`config.mk`:
```
export PLATFORM = sky130hd
export DESIGN_NAME = status_register_file_mp_flat
export DESIGN_NICKNAME = d
export VERILOG_FILES = /design/src/rtl/status_register_file_mp_if.sv /design/src/rtl/status_register_file_mp.sv /design/src/flat_wrapper.sv
export SDC_FILE = /design/constraint.sdc
export NUM_CORES = 1
export LEC_CHECK = 0
export ABC_AREA = 1
export CAP_MARGIN = 20
export CORE_ASPECT_RATIO = 2
export CORE_MARGIN = 3
export CORE_UTILIZATION = 61
export CTS_BUF_LIST = sky130_fd_sc_hd__clkbuf_16
export DETAILED_ROUTE_END_ITERATION = 6
export GPL_TIMING_DRIVEN = 0
export PLACE_DENSITY_LB_ADDON = 0.3
export SLEW_MARGIN = 20
export SYNTH_ARGS = -nofsm -noshare
export SYNTH_HDL_FRONTEND = slang
export SYNTH_SLANG_ARGS = --single-unit
```
`constraint.sdc`:
```
create_clock -name clk -period 1.9 [get_ports clk]
set_clock_uncertainty 0.15 [all_clocks]
set_input_delay 0.19 -clock clk [delete_from_list [all_inputs] [get_ports clk]]
set_output_delay 0.19 -clock clk [all_outputs]
set_load 0.01 [all_outputs]
```
`src/rtl/status_register_file_mp_if.sv`:
```
// Bus bundle for status_register_file_mp: halt, write, flush and the packed per-channel read buses.
// Channel k occupies slice k of every packed read bus.
interface status_register_file_mp_if #(
  parameter int WORD_WIDTH   = 12,
  parameter int ADDR_WIDTH   = 3,
  parameter int TAG_WIDTH    = 1,
  parameter int NUM_RD_PORTS = 2
) ();
  logic                               i_halt;
  logic                               o_freeze_inputs;
  logic                               i_wr_valid;
  logic [ADDR_WIDTH-1:0]              i_wr_addr;
  logic [WORD_WIDTH-1:0]              i_wr_data;
  logic                               i_flush;
  logic [NUM_RD_PORTS-1:0]            i_rd_valid;
  logic [NUM_RD_PORTS*ADDR_WIDTH-1:0] i_rd_addr;
  logic [NUM_RD_PORTS*TAG_WIDTH-1:0]  i_rd_tag;
  logic [NUM_RD_PORTS-1:0]            o_rd_valid;
  logic [NUM_RD_PORTS*WORD_WIDTH-1:0] o_rd_data;
  logic [NUM_RD_PORTS-1:0]            o_rd_init;
  logic [NUM_RD_PORTS*TAG_WIDTH-1:0]  o_rd_tag;
  logic [ADDR_WIDTH:0]                o_init_count;

  modport master (
    output i_halt, i_wr_valid, i_wr_addr, i_wr_data, i_flush,
           i_rd_valid, i_rd_addr, i_rd_tag,
    input  o_freeze_inputs, o_rd_valid, o_rd_data, o_rd_init, o_rd_tag, o_init_count
  );

  modport slave (
    input  i_halt, i_wr_valid, i_wr_addr, i_wr_data, i_flush,
           i_rd_valid, i_rd_addr, i_rd_tag,
    output o_freeze_inputs, o_rd_valid, o_rd_data, o_rd_init, o_rd_tag, o_init_count
  );
endinterface

```
`src/rtl/status_register_file_mp.sv`:
```
// Multi-read-port status register file with per-word init bits, live init count, flush and halt.
// Optional macro STATUS_RF_WR_BYPASS_EN forwards same-cycle write data to matching read channels.
module status_register_file_mp #(
  parameter int WORD_WIDTH   = 12,
  parameter int ADDR_WIDTH   = 3,
  parameter int TAG_WIDTH    = 1,
  parameter int NUM_RD_PORTS = 2
) (
  input  logic                   clk,
  input  logic                   arst_n,
  status_register_file_mp_if.slave bus
);
  localparam int DEPTH = 1 << ADDR_WIDTH;

  logic [WORD_WIDTH-1:0]              r_mem [DEPTH];
  logic [DEPTH-1:0]                   r_init;
  logic [ADDR_WIDTH:0]                r_init_count;
  logic [NUM_RD_PORTS-1:0]            r_rd_valid;
  logic [NUM_RD_PORTS*WORD_WIDTH-1:0] r_rd_data;
  logic [NUM_RD_PORTS-1:0]            r_rd_init;
  logic [NUM_RD_PORTS*TAG_WIDTH-1:0]  r_rd_tag;

  logic                               w_wr_en;
  logic                               w_flush_en;
  logic [ADDR_WIDTH:0]                w_count_nxt;
  logic [NUM_RD_PORTS*WORD_WIDTH-1:0] w_rd_data_nxt;
  logic [NUM_RD_PORTS-1:0]            w_rd_init_nxt;
  logic [NUM_RD_PORTS*TAG_WIDTH-1:0]  w_rd_tag_nxt;

  assign w_wr_en    = bus.i_wr_valid & ~bus.i_halt;
  assign w_flush_en = bus.i_flush & ~bus.i_halt;

  always_comb begin
    w_rd_data_nxt = '0;
    w_rd_init_nxt = '0;
    w_rd_tag_nxt  = '0;
    for (int k = 0; k < NUM_RD_PORTS; k++) begin
      if (bus.i_rd_valid[k]) begin
        w_rd_data_nxt[k*WORD_WIDTH +: WORD_WIDTH] = r_mem[bus.i_rd_addr[k*ADDR_WIDTH +: ADDR_WIDTH]];
        w_rd_init_nxt[k] = r_init[bus.i_rd_addr[k*ADDR_WIDTH +: ADDR_WIDTH]];
        w_rd_tag_nxt[k*TAG_WIDTH +: TAG_WIDTH] = bus.i_rd_tag[k*TAG_WIDTH +: TAG_WIDTH];
`ifdef STATUS_RF_WR_BYPASS_EN
        // Forwarding overrides old init too, so a concurrent flush still reports init=1.
        if (w_wr_en && (bus.i_wr_addr == bus.i_rd_addr[k*ADDR_WIDTH +: ADDR_WIDTH])) begin
          w_rd_data_nxt[k*WORD_WIDTH +: WORD_WIDTH] = bus.i_wr_data;
          w_rd_init_nxt[k] = 1'b1;
        end
`else
        // Old-data semantics: the array and init bits are read before this cycle's write lands.
`endif
      end
    end
  end

  // Count tracks popcount(init) incrementally; it can only rise on a fresh word, so it never wraps.
  always_comb begin
    w_count_nxt = r_init_count;
    if (w_flush_en) begin
      w_count_nxt = {{ADDR_WIDTH{1'b0}}, w_wr_en};
    end else if (w_wr_en && !r_init[bus.i_wr_addr]) begin
      w_count_nxt = r_init_count + 1'b1;
    end
  end

  always_ff @(posedge clk or negedge arst_n) begin
    if (!arst_n) begin
      r_init       <= '0;
      r_init_count <= '0;
      r_rd_valid   <= '0;
      r_rd_data    <= '0;
      r_rd_init    <= '0;
      r_rd_tag     <= '0;
    end else if (!bus.i_halt) begin
      r_rd_valid   <= bus.i_rd_valid;
      r_rd_data    <= w_rd_data_nxt;
      r_rd_init    <= w_rd_init_nxt;
      r_rd_tag     <= w_rd_tag_nxt;
      r_init_count <= w_count_nxt;
      if (w_flush_en) begin
        r_init <= '0;
      end
      if (w_wr_en) begin
        r_init[bus.i_wr_addr] <= 1'b1;
      end
    end
  end

  always_ff @(posedge clk) begin
    if (w_wr_en) begin
      r_mem[bus.i_wr_addr] <= bus.i_wr_data;
    end
  end

  assign bus.o_freeze_inputs = bus.i_halt;
  assign bus.o_rd_valid      = r_rd_valid;
  assign bus.o_rd_data       = r_rd_data;
  assign bus.o_rd_init       = r_rd_init;
  assign bus.o_rd_tag        = r_rd_tag;
  assign bus.o_init_count    = r_init_count;
endmodule

```
`src/flat_wrapper.sv`:
```
// flat-port wrapper written by rule: the top's interface ports become plain ports
module status_register_file_mp_flat 
#(
  parameter int WORD_WIDTH   = 12,
  parameter int ADDR_WIDTH   = 3,
  parameter int TAG_WIDTH    = 1,
  parameter int NUM_RD_PORTS = 2
)
  (clk, arst_n, bus_i_halt, bus_i_wr_valid, bus_i_wr_addr, bus_i_wr_data, bus_i_flush, bus_i_rd_valid, bus_i_rd_addr, bus_i_rd_tag, bus_o_freeze_inputs, bus_o_rd_valid, bus_o_rd_data, bus_o_rd_init, bus_o_rd_tag, bus_o_init_count);
  status_register_file_mp_if #(.WORD_WIDTH(WORD_WIDTH), .ADDR_WIDTH(ADDR_WIDTH), .TAG_WIDTH(TAG_WIDTH), .NUM_RD_PORTS(NUM_RD_PORTS)) bus_i ();
  input  logic clk;
  input  logic arst_n;
  input wire logic [$bits(bus_i.i_halt)-1:0] bus_i_halt;
  input wire logic [$bits(bus_i.i_wr_valid)-1:0] bus_i_wr_valid;
  input wire logic [$bits(bus_i.i_wr_addr)-1:0] bus_i_wr_addr;
  input wire logic [$bits(bus_i.i_wr_data)-1:0] bus_i_wr_data;
  input wire logic [$bits(bus_i.i_flush)-1:0] bus_i_flush;
  input wire logic [$bits(bus_i.i_rd_valid)-1:0] bus_i_rd_valid;
  input wire logic [$bits(bus_i.i_rd_addr)-1:0] bus_i_rd_addr;
  input wire logic [$bits(bus_i.i_rd_tag)-1:0] bus_i_rd_tag;
  output wire logic [$bits(bus_i.o_freeze_inputs)-1:0] bus_o_freeze_inputs;
  output wire logic [$bits(bus_i.o_rd_valid)-1:0] bus_o_rd_valid;
  output wire logic [$bits(bus_i.o_rd_data)-1:0] bus_o_rd_data;
  output wire logic [$bits(bus_i.o_rd_init)-1:0] bus_o_rd_init;
  output wire logic [$bits(bus_i.o_rd_tag)-1:0] bus_o_rd_tag;
  output wire logic [$bits(bus_i.o_init_count)-1:0] bus_o_init_count;
  assign bus_i.i_halt = bus_i_halt;
  assign bus_i.i_wr_valid = bus_i_wr_valid;
  assign bus_i.i_wr_addr = bus_i_wr_addr;
  assign bus_i.i_wr_data = bus_i_wr_data;
  assign bus_i.i_flush = bus_i_flush;
  assign bus_i.i_rd_valid = bus_i_rd_valid;
  assign bus_i.i_rd_addr = bus_i_rd_addr;
  assign bus_i.i_rd_tag = bus_i_rd_tag;
  assign bus_o_freeze_inputs = bus_i.o_freeze_inputs;
  assign bus_o_rd_valid = bus_i.o_rd_valid;
  assign bus_o_rd_data = bus_i.o_rd_data;
  assign bus_o_rd_init = bus_i.o_rd_init;
  assign bus_o_rd_tag = bus_i.o_rd_tag;
  assign bus_o_init_count = bus_i.o_init_count;
  status_register_file_mp #(.WORD_WIDTH(WORD_WIDTH), .ADDR_WIDTH(ADDR_WIDTH), .TAG_WIDTH(TAG_WIDTH), .NUM_RD_PORTS(NUM_RD_PORTS)) u_core (.clk(clk), .arst_n(arst_n), .bus(bus_i));
endmodule
```
Word-level counts from Yosys, hierarchy flattened
Memories as Yosys holds them, arrays and structs flattened.
Cells that the tools add are included.
{ "op_classes": {"add_sub_neg": 1, "n_lt_le_gt_ge": 4, "muxes": 21, "bitwise_logic": 4, "reduce_logical": 5} }
{ "op_table": {"columns": ["cell", "n"], "rows": [
  ["12-bit 2-to-1 mux", 2],
  ["8-bit 2-to-1 mux", 3],
  ["3-bit by 4-bit less-than comparator with 1-bit output, second input constant", 3],
  ["1-bit 2-to-1 mux", 10],
  ["1-bit binary-select mux with 3-bit select", 3],
  ["4-bit 2-to-1 mux", 2],
  ["8-bit OR", 1],
  ["4-bit by 1-bit adder with 4-bit output, second input constant", 1],
  ["1-bit demux with 3-bit select", 1],
  ["3-bit by 1-bit greater-or-equal comparator with 1-bit output, second input constant", 1],
  ["1-bit bitwise AND", 2],
  ["1-bit logical AND", 2],
  ["2-bit AND reduction", 1],
  ["2-bit nonzero test", 1],
  ["1-bit logical NOT", 1],
  ["1-bit NOT", 1]
]} }
{ "totals": {"register_bits": 42, "mem_bits_rw": 96, "input_bits": 30, "output_inout_bits": 35, "elab_cells": 42, "memories": 1} }
{ "memory_table": {"columns": ["memory", "depth", "width", "read_ports", "rd_clocked_by_memory_dff", "wr", "line_no", "rtl"], "rows": [
  ["u_core.r_mem", 8, 12, 2, 0, 1, "status_register_file_mp.sv:15", "logic [WORD_WIDTH-1:0] r_mem [DEPTH];"]
]} }

Longest topological paths before layout
Gate-level depths: netlist of the first run.
{ "logic_depth": {"ltp_word": 6, "mapped_depth": 8, "ltp_nobuf": 8} }

Least setup slack after synthesis of the first run
OpenSTA, ideal clock, no wires.
{ "synth_path": {"kind": "input to register", "from": "input bus_i_halt", "to": "memory u_core.r_mem[0][0] (enable)", "setup_ps": 380, "t_arrival_ps": 1192, "t_required_ps": 1370, "path_slack_ps": 178, "stages": 4, "path_buffers": 1, "cell_sequence": "buf_2 > nor2_2 > nand2_1 > nor2_1"} }
{ "synth_between": {"elab_chain_cells": 4} }
{ "synth_rtl": {"columns": ["item", "line_no", "rtl"], "rows": [
  ["start: declaration", "flat_wrapper.sv:13", "input wire logic [$bits(bus_i.i_halt)-1:0] bus_i_halt;"],
  ["1-bit NOT (no source line)", null, null],
  ["1-bit bitwise AND", "status_register_file_mp.sv:30", "assign w_wr_en = bus.i_wr_valid & ~bus.i_halt;"],
  ["1-bit 2-to-1 mux", "status_register_file_mp.sv:89", "if (w_wr_en) begin"],
  ["1-bit 2-to-1 mux (not written as such)", "status_register_file_mp.sv:90", "r_mem[bus.i_wr_addr] <= bus.i_wr_data;"],
  ["end: declaration", "status_register_file_mp.sv:15", null]
]} }
Every way passes these cells.

Worst setup path after layout of the first run
{ "layout_path": {"from": "input bus_i_wr_valid", "to": "memory u_core.r_mem[0][6] (enable)"} }
{ "layout_between": {"elab_chain_cells": 3} }
{ "layout_rtl": {"columns": ["item", "line_no", "rtl"], "rows": [
  ["start: declaration", "flat_wrapper.sv:14", "input wire logic [$bits(bus_i.i_wr_valid)-1:0] bus_i_wr_valid;"],
  ["1-bit bitwise AND", "status_register_file_mp.sv:30", null],
  ["1-bit 2-to-1 mux", "status_register_file_mp.sv:89", null],
  ["1-bit 2-to-1 mux (not written as such)", "status_register_file_mp.sv:90", null]
]} }
Every way passes these cells.

==> results of run 1 <==
worst max-delay path, cell delays in order:
cell and delay [ns]:
clkdlybuf4s50_1 0.46, inv_1 0.05, nor2_2 0.18, nand2_1 0.29, nor2_2 0.77
registers in the layout, indices dropped and copies added, names as in the netlist:
name and count:
u_core.bus.o_rd_data 24, u_core.bus.o_rd_tag 2, u_core.bus.o_rd_valid 2, u_core.bus.o_init_count 4
u_core.r_init 8, u_core.bus.o_rd_init 2, u_core.r_mem 96
kinds of logic (layout without fill, tap and decap cells):
group,after synthesis,in the layout,share of synthesized area [%]
XOR/XNOR,2,2,0.2695
buffers and inverters,119,213,8.295
flip-flops,138,138,60.51
AO/OA/AOI/OAI,168,168,15.24
AND/OR/NAND/NOR,235,235,15.49
adder cells (fa/ha/maj),1,1,0.1924
layout make-up:
type	count	area share (%)
inverters	72	3.413
plain buffers	47	3.398
well taps	135	2.133
multi-input cells	406	26.19
clock inverters	15	1.802
flip-flops and latches	138	49.68
clock buffers	17	5.373
repair buffers	62	8.012
cell usage in the layout (no fill, tap or decap):
master           instances
a21oi_1                 52
a22o_1                   2
buf_1                    2
buf_16                   1
buf_2                   27
buf_4                    6
buf_6                    6
clkbuf_1                 8
clkbuf_16               17
clkdlybuf4s50_1         58
clkinv_4                 4
clkinvlp_4               1
dfrtp_1                 42
dlygate4sd3_1            1
edfxtp_1                96
ha_1                     1
inv_1                   72
inv_6                    5
inv_8                    5
nand2_1                129
nand2_2                  1
nand3_1                 88
nand4_1                  3
nor2_1                   4
nor2_2                   5
nor2_4                   5
o211ai_1                52
o21ai_0                 52
o21ai_1                  1
o21bai_1                 1
o22ai_1                  8
xor2_1                   2
how the worst max path moves through the flow:
stage / start / to / slack, ns / cells past startpoint
5_1_grt: bus_i_wr_addr[0] / u_core.r_mem[0][6]$_DFFE_PP_ / -0.23 / 4
6_report: bus_i_wr_valid / u_core.r_mem[0][6]$_DFFE_PP_ / -0.14 / 5
3_3_place_gp: bus_i_wr_valid / u_core.r_mem[1][5]$_DFFE_PP_ / -0.92 / 5
2_1_floorplan: bus_i_halt / u_core.r_mem[0][0]$_DFFE_PP_ / 0.18 / 4
3_5_place_dp: bus_i_wr_valid / u_core.r_mem[2][5]$_DFFE_PP_ / -0.54 / 5
4_1_cts: bus_i_wr_valid / u_core.r_mem[2][6]$_DFFE_PP_ / -0.10 / 5
power by group through the flow:
stage               clock network [mW]  registers, mW  logic (mW)
finish                            3.19           3.43       0.959
floorplan                            0           3.51       0.423
detailed placement                   0           3.48       0.926
global route                      3.31           3.44        1.02
global placement                     0           3.48       0.891
CTS                               3.18           3.42       0.938
through the flow:
| step | hold slack, ns | instances |
|---|---|---|
| finish | 0.02420 | 892 |
| detailed placement | 0.07590 | 859 |
| global placement | 0.3123 | 857 |
| CTS | 0.02465 | 892 |
| floorplan | -0.2556 | 663 |
| global route | 0.06782 | 892 |
routing by layer:
metal	wire length (microns)	global-route usage [%]	part of all wire [%]
met5	0	0	0
met4	1514	23.03	7.0
met3	2354	7.227	11
met2	10530	60.54	49
met1	7147	44.27	33
timing repair:
item	4_1_cts	5_1_grt
hold buffers	1	0
endpoints found under the hold margin	22	0
resized for setup	4	1
endpoints found under the setup margin	84	48
==> impl_metrics.json, run 1 <==
{
  "rr_endpoint": "u_core.bus.o_init_count[3]$_DFFE_PN0P_",
  "vias": 5810,
  "switching_share_pct": 27.88,
  "diodes": 0,
  "setup_viol": 38,
  "worst_skew_pair.late_latency_ns": 0.43,
  "power_per_cell_area_mw_per_mm2": 956.9,
  "worst-setup-path-type": "input port to register",
  "hold_class": "input port to register",
  "track_usage_pct": 37.06,
  "hold_violations": 0,
  "postCtsSetupBuffers": 0,
  "ys_warn_count": 0,
  "ys_ff_latch": 138,
  "antenna_found_initial": 0,
  "peakVddDrop_mv": 0.9586,
  "period_minus_slack_ns": 2.043,
  "cp.required_ns": 1.80,
  "rrSetupSlack_ns": 0.35,
  "area_growth_pct": 21.79,
  "post-route-cell-area_sq_mm": 0.007918,
  "setup_ws_ns": -0.1435,
  "synth-edff-count": 96,
  "comb_power_share_pct": 12.7,
  "ys_types": 23,
  "dieArea_sq_mm": 0.01201,
  "hp-start": "bus_i_halt",
  "grt.overflow.total": 0,
  "fin_util_pct": 77.02,
  "rows": 52,
  "synth_cells": 663,
  "tritoncts": "built",
  "seq_area_sq_mm": 0.003934,
  "place_congestion": 0.9640,
  "fill_cells": 744,
  "worstPathArrival_ns": 1.94,
  "core_area_sq_mm": 0.01028,
  "synth.most_common_cell": "nand2_1",
  "netlist_area_sq_mm": 0.006501,
  "synth_async_sr_flop_share_pct": 30.43,
  "yosysTopAreaCell": "edfxtp_1",
  "cp_max_fo": 12,
  "clockRootBuffer": "clkbuf_16",
  "clkPwrFrac_pct": 42.1,
  "place_ws_ns": -0.5374,
  "drt_drc_violations_left": 14,
  "cap_viol_max_count": 0,
  "hold_path_depth": 4,
  "wl_mm": 21.55,
  "drive_above_1_share_pct": 10.96,
  "grt_pass1_wl_mm": 32.41,
  "multi_input_area_sq_mm": 0.002073,
  "ff2ff_path_depth": 8,
  "die_x_microns": 79,
  "dieHeight_microns": 152,
  "drtIter0Drc": 988,
  "dp_hpwl_mm": 14.64,
  "worstMarginPinSlew_ns": 0.8960,
  "violations": "DRC, setup timing",
  "path_clk_slew_ns": 0.06,
  "cp-start-kind": "input port",
  "timing.fmax_mhz": 489.4,
  "synth_top_flop_cell": "edfxtp_1",
  "finalPower_mw": 7.576,
  "ys_seq_area_share_pct": 60.51,
  "syn_area_per_cell_sq_um": 9.806,
  "nets": 775,
  "place_area_sq_mm": 0.007315,
  "seq_power_share_pct": 45.2,
  "min_to": "u_core.bus.o_rd_valid[1]$_DFFE_PN0N_",
  "grt_pass1_vias": 5777,
  "clock-sinks": 138,
  "synthTopCellsByCount": "nand2_1 (129), edfxtp_1 (96), nand3_1 (88)",
  "status": "finished, violations left",
  "internal_power_mw": 5.464,
  "synthTopCellsByArea": "edfxtp_1 (44%), dfrtp_1 (16%), nand2_1 (7.4%)",
  "io_pins": 65,
  "synth.net_count": 694,
  "finalCritPeriodShare_pct": 107.6,
  "ant_nets": 0,
  "endpoint_kind": "register",
  "reg2reg_from": "u_core.r_init[1]$_DFFE_PN0N_",
  "avgRoutedWirePerCell_microns": 24.15,
  "drv_slew": 0,
  "power.switching_mw": 2.112,
  "grt_max_degree": 24,
  "synth_top_area_share_pct": 44.34,
  "initial_core_util_pct": 63.24,
  "htreeDepth": 4,
  "vias_per_cell": 6.513,
  "tns_ns": -3.618,
  "p_leak_nw": 3.258,
  "io_buffers": 59,
  "relSlewSlack_pct": 40.21,
  "cts_buffer_depth": 2,
  "drt_pass1_iterations": 7,
  "rsz0062_at_grt": "true",
  "cts_buffers": 17
}
Note: power is estimated with default switching activity, not from simulation.
==> run 2, diff against run 1 <==
- HOLD_SLACK_MARGIN: not set -> 0.15
==> run 2 against run 1 <==
Cell area up 0.13%. Total power up 0.17%. Setup slack better by 0.010 ns. The run ends with setup timing left. Global-route usage about the same. Cell count up 0.11%. Sequential cell count unchanged.
==> impl_metrics.json, run 2 (same netlist as run 1, synthesis figures left out) <==
{
  "status": "finished, violations left",
  "violations": "setup timing",
  "setup_ws_ns": -0.1330,
  "rrSetupSlack_ns": 0.33,
  "drv_slew": 0,
  "place_ws_ns": -0.5374,
  "die_x_microns": 79,
  "track_usage_pct": 37.05,
  "timing.fmax_mhz": 491.9,
  "cap_viol_max_count": 0,
  "grt.overflow.total": 0,
  "period_minus_slack_ns": 2.033,
  "hold_class": "input port to async pin",
  "antenna_found_initial": 0,
  "cts_buffer_depth": 2,
  "layout_commonest_cell": "nand2_1",
  "rsz0062_at_grt": "true",
  "rows": 52,
  "grt_pass1_vias": 5792,
  "routed.top_layer": "met4",
  "htreeDepth": 4,
  "relSlewSlack_pct": 41.70,
  "max_stage_delay_ns": 0.75,
  "vias": 5789,
  "post-route-cell-area_sq_mm": 0.007928,
  "grt_max_degree": 24,
  "io_pins": 65,
  "dp_hpwl_mm": 14.64,
  "io_buffers": 59,
  "worst-setup-path-type": "input port to register",
  "cts_buffers": 17,
  "drt_pass1_iterations": 7,
  "drive_above_1_share_pct": 10.95,
  "ff2ff_path_depth": 8,
  "place_area_sq_mm": 0.007315,
  "wl_mm": 21.72,
  "finalPower_mw": 7.589,
  "setup_viol": 38,
  "layout_common_cells": "nand2_1 (129), edfxtp_1 (96), nand3_1 (88)",
  "holdWs_ns": 0.1679,
  "diodes": 0,
  "grt_pass1_wl_mm": 32.40,
  "place_congestion": 0.9640,
  "drt_drc_violations_left": 0,
  "clockRootBuffer": "clkbuf_16",
  "avgRoutedWirePerCell_microns": 24.32,
  "cp-start-kind": "input port",
  "initial_core_util_pct": 63.24,
  "area_growth_pct": 21.94,
  "hold_violations": 0,
  "clock-sinks": 138,
  "endpoint_kind": "register",
  "nets": 776,
  "dr_wl_met3_mm": 2.648,
  "cp.required_ns": 1.80,
  "finalCritPeriodShare_pct": 107.0,
  "met1_length_mm": 7.004,
  "reg2reg_from": "u_core.r_init[1]$_DFFE_PN0N_",
  "largest_reg_flops": 96,
  "slowest_stage": "nor2_2",
  "top_register": "u_core.r_mem",
  "vias_per_cell": 6.483,
  "dieHeight_microns": 152,
  "tritoncts": "built",
  "power_per_cell_area_mw_per_mm2": 957.3,
  "worstPathArrival_ns": 1.93,
  "drtIter0Drc": 932,
  "dieArea_sq_mm": 0.01201,
  "wl_met2_mm": 10.56,
  "worstMarginPinSlew_ns": 0.8736,
  "cp_max_fo": 12,
  "rr_endpoint": "u_core.bus.o_init_count[3]$_DFFE_PN0P_",
  "path_clk_slew_ns": 0.06,
  "ant_nets": 0,
  "core_area_sq_mm": 0.01028,
  "worst_skew_pair.late_latency_ns": 0.42,
  "peakVddDrop_mv": 0.9515,
  "crit_path_frequent_cell": "nor2_2",
  "p_leak_nw": 3.262,
  "crit_path_cell_trace": "clkdlybuf4s50_1, inv_1, nor2_2, nand2_1, nor2_2"
}
## run 2: cell count changes in the layout (fill, tap and decap cells not counted), sizes merged
cell / change
dlygate4sd3: +1
## run 2: worst max path at each step
stage,from,cells after the start,slack (ns),to
2_1_floorplan,bus_i_halt,4,0.18,u_core.r_mem[0][0]$_DFFE_PP_
3_3_place_gp,bus_i_wr_valid,5,-0.92,u_core.r_mem[1][5]$_DFFE_PP_
3_5_place_dp,bus_i_wr_valid,5,-0.54,u_core.r_mem[2][5]$_DFFE_PP_
4_1_cts,bus_i_wr_valid,5,-0.10,u_core.r_mem[2][6]$_DFFE_PP_
5_1_grt,bus_i_wr_addr[0],4,-0.23,u_core.r_mem[0][6]$_DFFE_PP_
6_report,bus_i_wr_valid,5,-0.13,u_core.r_mem[0][6]$_DFFE_PP_
## run 2: metrics by stage
step / utilization [%] / instances / setup TNS, ns
after floorplan: - / 663 / 0
after global placement: 70.63 / 857 / -106.00
after detailed placement: 71.15 / 859 / -50.75
after CTS: 77.07 / 893 / -3.040
after global routing: 77.12 / 893 / -7.044
final: 77.12 / 893 / -4.101
## run 2: power breakdown
part / switching (mW) / leakage, nW / total, mW / internal, mW
clock network: 1.46 / 0.279 / 3.20 / 1.74
logic: 0.594 / 1.57 / 0.965 / 0.371
registers: 0.0703 / 1.42 / 3.43 / 3.36
## run 2: timing repair
| action | 4_1_cts | 5_1_grt |
|---|---|---|
| gates resized for setup | 4 | 1 |
| hold buffers | 2 | 0 |
| setup buffers | 0 | 0 |
| hold endpoints to repair | 44 | 0 |
| setup endpoints to repair | 84 | 48 |
## run 2: area by class of cell
class                      count  area, sq um
tap                          135        168.9
inverter                      72        270.3
clock inverter                15        142.6
timing repair buffer          63        644.4
fill                         738         2352
buffer                        47        269.0
sequential                   138         3934
multi-input combinational    406         2073
clock buffer                  17        425.4
## run 2: per-layer routing
layer | vias up | GRT usage, %
met5 | - | 0
met2 | 513 | 60.30
li1 | 2491 | -
met1 | 2669 | 44.35
met3 | 116 | 7.050
met4 | 0 | 23.52
## run 2: critical path: cells and delay by family
kind | cells | cell delay (ns)
simple gates | 3 | 1.22
buf+inv | 2 | 0.51
==> patch, RTL diff (config.mk and constraints of run 1) <==
`ADDR_WIDTH` is set to 3 in 3 places; all go to 2.
--- a/src/rtl/status_register_file_mp_if.sv
+++ b/src/rtl/status_register_file_mp_if.sv
@@ -3,5 +3,5 @@
 interface status_register_file_mp_if #(
   parameter int WORD_WIDTH   = 12,
-  parameter int ADDR_WIDTH   = 3,
+  parameter int ADDR_WIDTH   = 2,
   parameter int TAG_WIDTH    = 1,
   parameter int NUM_RD_PORTS = 2
--- a/src/rtl/status_register_file_mp.sv
+++ b/src/rtl/status_register_file_mp.sv
@@ -3,5 +3,5 @@
 module status_register_file_mp #(
   parameter int WORD_WIDTH   = 12,
-  parameter int ADDR_WIDTH   = 3,
+  parameter int ADDR_WIDTH   = 2,
   parameter int TAG_WIDTH    = 1,
   parameter int NUM_RD_PORTS = 2
--- a/src/flat_wrapper.sv
+++ b/src/flat_wrapper.sv
@@ -3,5 +3,5 @@
 #(
   parameter int WORD_WIDTH   = 12,
-  parameter int ADDR_WIDTH   = 3,
+  parameter int ADDR_WIDTH   = 2,
   parameter int TAG_WIDTH    = 1,
   parameter int NUM_RD_PORTS = 2
Ports: changed (resized bus_i_rd_addr, bus_i_wr_addr and bus_o_init_count); port bits go from 65 to 61. No check against the original RTL was run, so the function may have changed too.
==> patch against run 1 <==
Sequential cell count decreased by 53; combinational power decreased by 36%; power decreased by 39%; final area decreased by 39%; wire length decreased by 58%; final cell count decreased by 42%; area after synthesis decreased by 42%; worst setup slack improved by 0.31 ns; maximum frequency increased by 18%; register-to-register slack improved by 0.33 ns; non-clock buffer count decreased by 28; critical endpoint is now bus_o_freeze_inputs.
==> patch: results (changes against run 1) <==
Total number of multi-input combinational cells = 264 (was 406)
Port-buffer cells = 57 (was 59)
Pre-CTS WS = -0.459 ns (was -0.537 ns)
Status = complete, no violations (was finished, violations left)
RR Startpoint = u_core.r_init[3] (was u_core.r_init[1])
Multi-input logic portion of the cell area = 0.247 (was 0.262)
#FFs+latches synth = 85 (was 138)
WL met3 = 530 um (was 2350 um)
Non-clock buffers = 81 (was 109)
Clk_lat worst skew = 0.34 ns (was 0.43 ns)
Pin count of the biggest net entering global routing = 33 (was 24)
Syn Nets = 411 (was 694)
Switch Pwr = 0.00110 W (was 0.00211 W)
DP Cell Count = 504 (was 859)
Gpl congestion = 0.933 (was 0.964)
WL met2 = 4870 um (was 10500 um)
CLK BUF = 9 (was 17)
1st-pass router iterations = 5 (was 7)
Worst R2R End = u_core.bus.o_init_count[0] (was u_core.bus.o_init_count[3])
Worst slew pin tran = 0.693 ns (was 0.896 ns)
Hpwl dp = 6580 um (was 14600 um)
Worst hold-check path type = in -> async (was in -> reg)
Crit path DAT = 1.39 ns (was 1.94 ns)
All-Layer GR Usage = 0.271 (was 0.371)
Leak = 2.03 nW (was 3.26 nW)
Max reg flops = 48 (was 96)
Crit Path Max Fanout = 5 (was 12)
Core footprint = 6010 um2 (was 10300 um2)
Reg2Reg Setup Slack = 0.68 ns (was 0.35 ns)
Critical path's top delay family = buffers and inverters (was simple AND/OR/NAND/NOR gates)
Comb pwr = 0.000613 W (was 0.000959 W)
CP max-delay cell = clkdlybuf4s50_1 (was nor2_2)
Number of synthesized flops with an enable pin = 48 (was 96)
Clk tree area frac = 0.0677 (was 0.0717)
PwrDens = 964 nW/um2 (was 957 nW/um2)
Layout Nets = 481 (was 775)
Power Clock = 0.00187 W (was 0.00319 W)
H-tree levels = 3 (was 4)
CP Launch Point = bus_i_halt (was bus_i_wr_valid)
Non-filler cells in the finished layout = 521 (was 892)
Max VDD drop = 877 uV (was 959 uV)
Seq area share = 0.493 (was 0.497)
DR iter-0 viols = 296 (was 988)
Global-route wire length before repair = 14500 um (was 32400 um)
Vias per Instance = 5.83 (was 6.51)
Setup ws final = 0.170 ns (was -0.143 ns)
GR Util met3 = 0.0703 (was 0.0723)
-- patch: cell types whose count changed after synthesis, moves of 5 or more --
cell	run 1	this run
o21ai_0	52	33
nand2_1	129	108
buf_2	26	9
dfrtp_1	42	37
inv_2	0	8
edfxtp_1	96	48
nand3_1	88	9
o21ai_1	1	24
o211ai_1	52	0
o22ai_1	8	26
a21oi_1	52	0
nor2_1	12	57
inv_1	72	2
clkbuf_1	8	1
-- patch: kinds of logic after synthesis --
kind of cell,after synthesis,synth area share
buffers and inverters,34,0.0656
DFF,85,0.624
and+or+nand+nor,177,0.182
xor gates and xnor gates,1,0.00231
adders and majority gates,1,0.00330
AOI/OAI and AO/OA,85,0.123
-- patch: worst reg2reg max path, stage by stage (launching register included) --
cell and delay (ns):
dfrtp_1 0.45, nand2_1 0.10, nand2_1 0.05, nand2_1 0.07, nand3_2 0.12, nand3_1 0.10, nand2_1 0.06
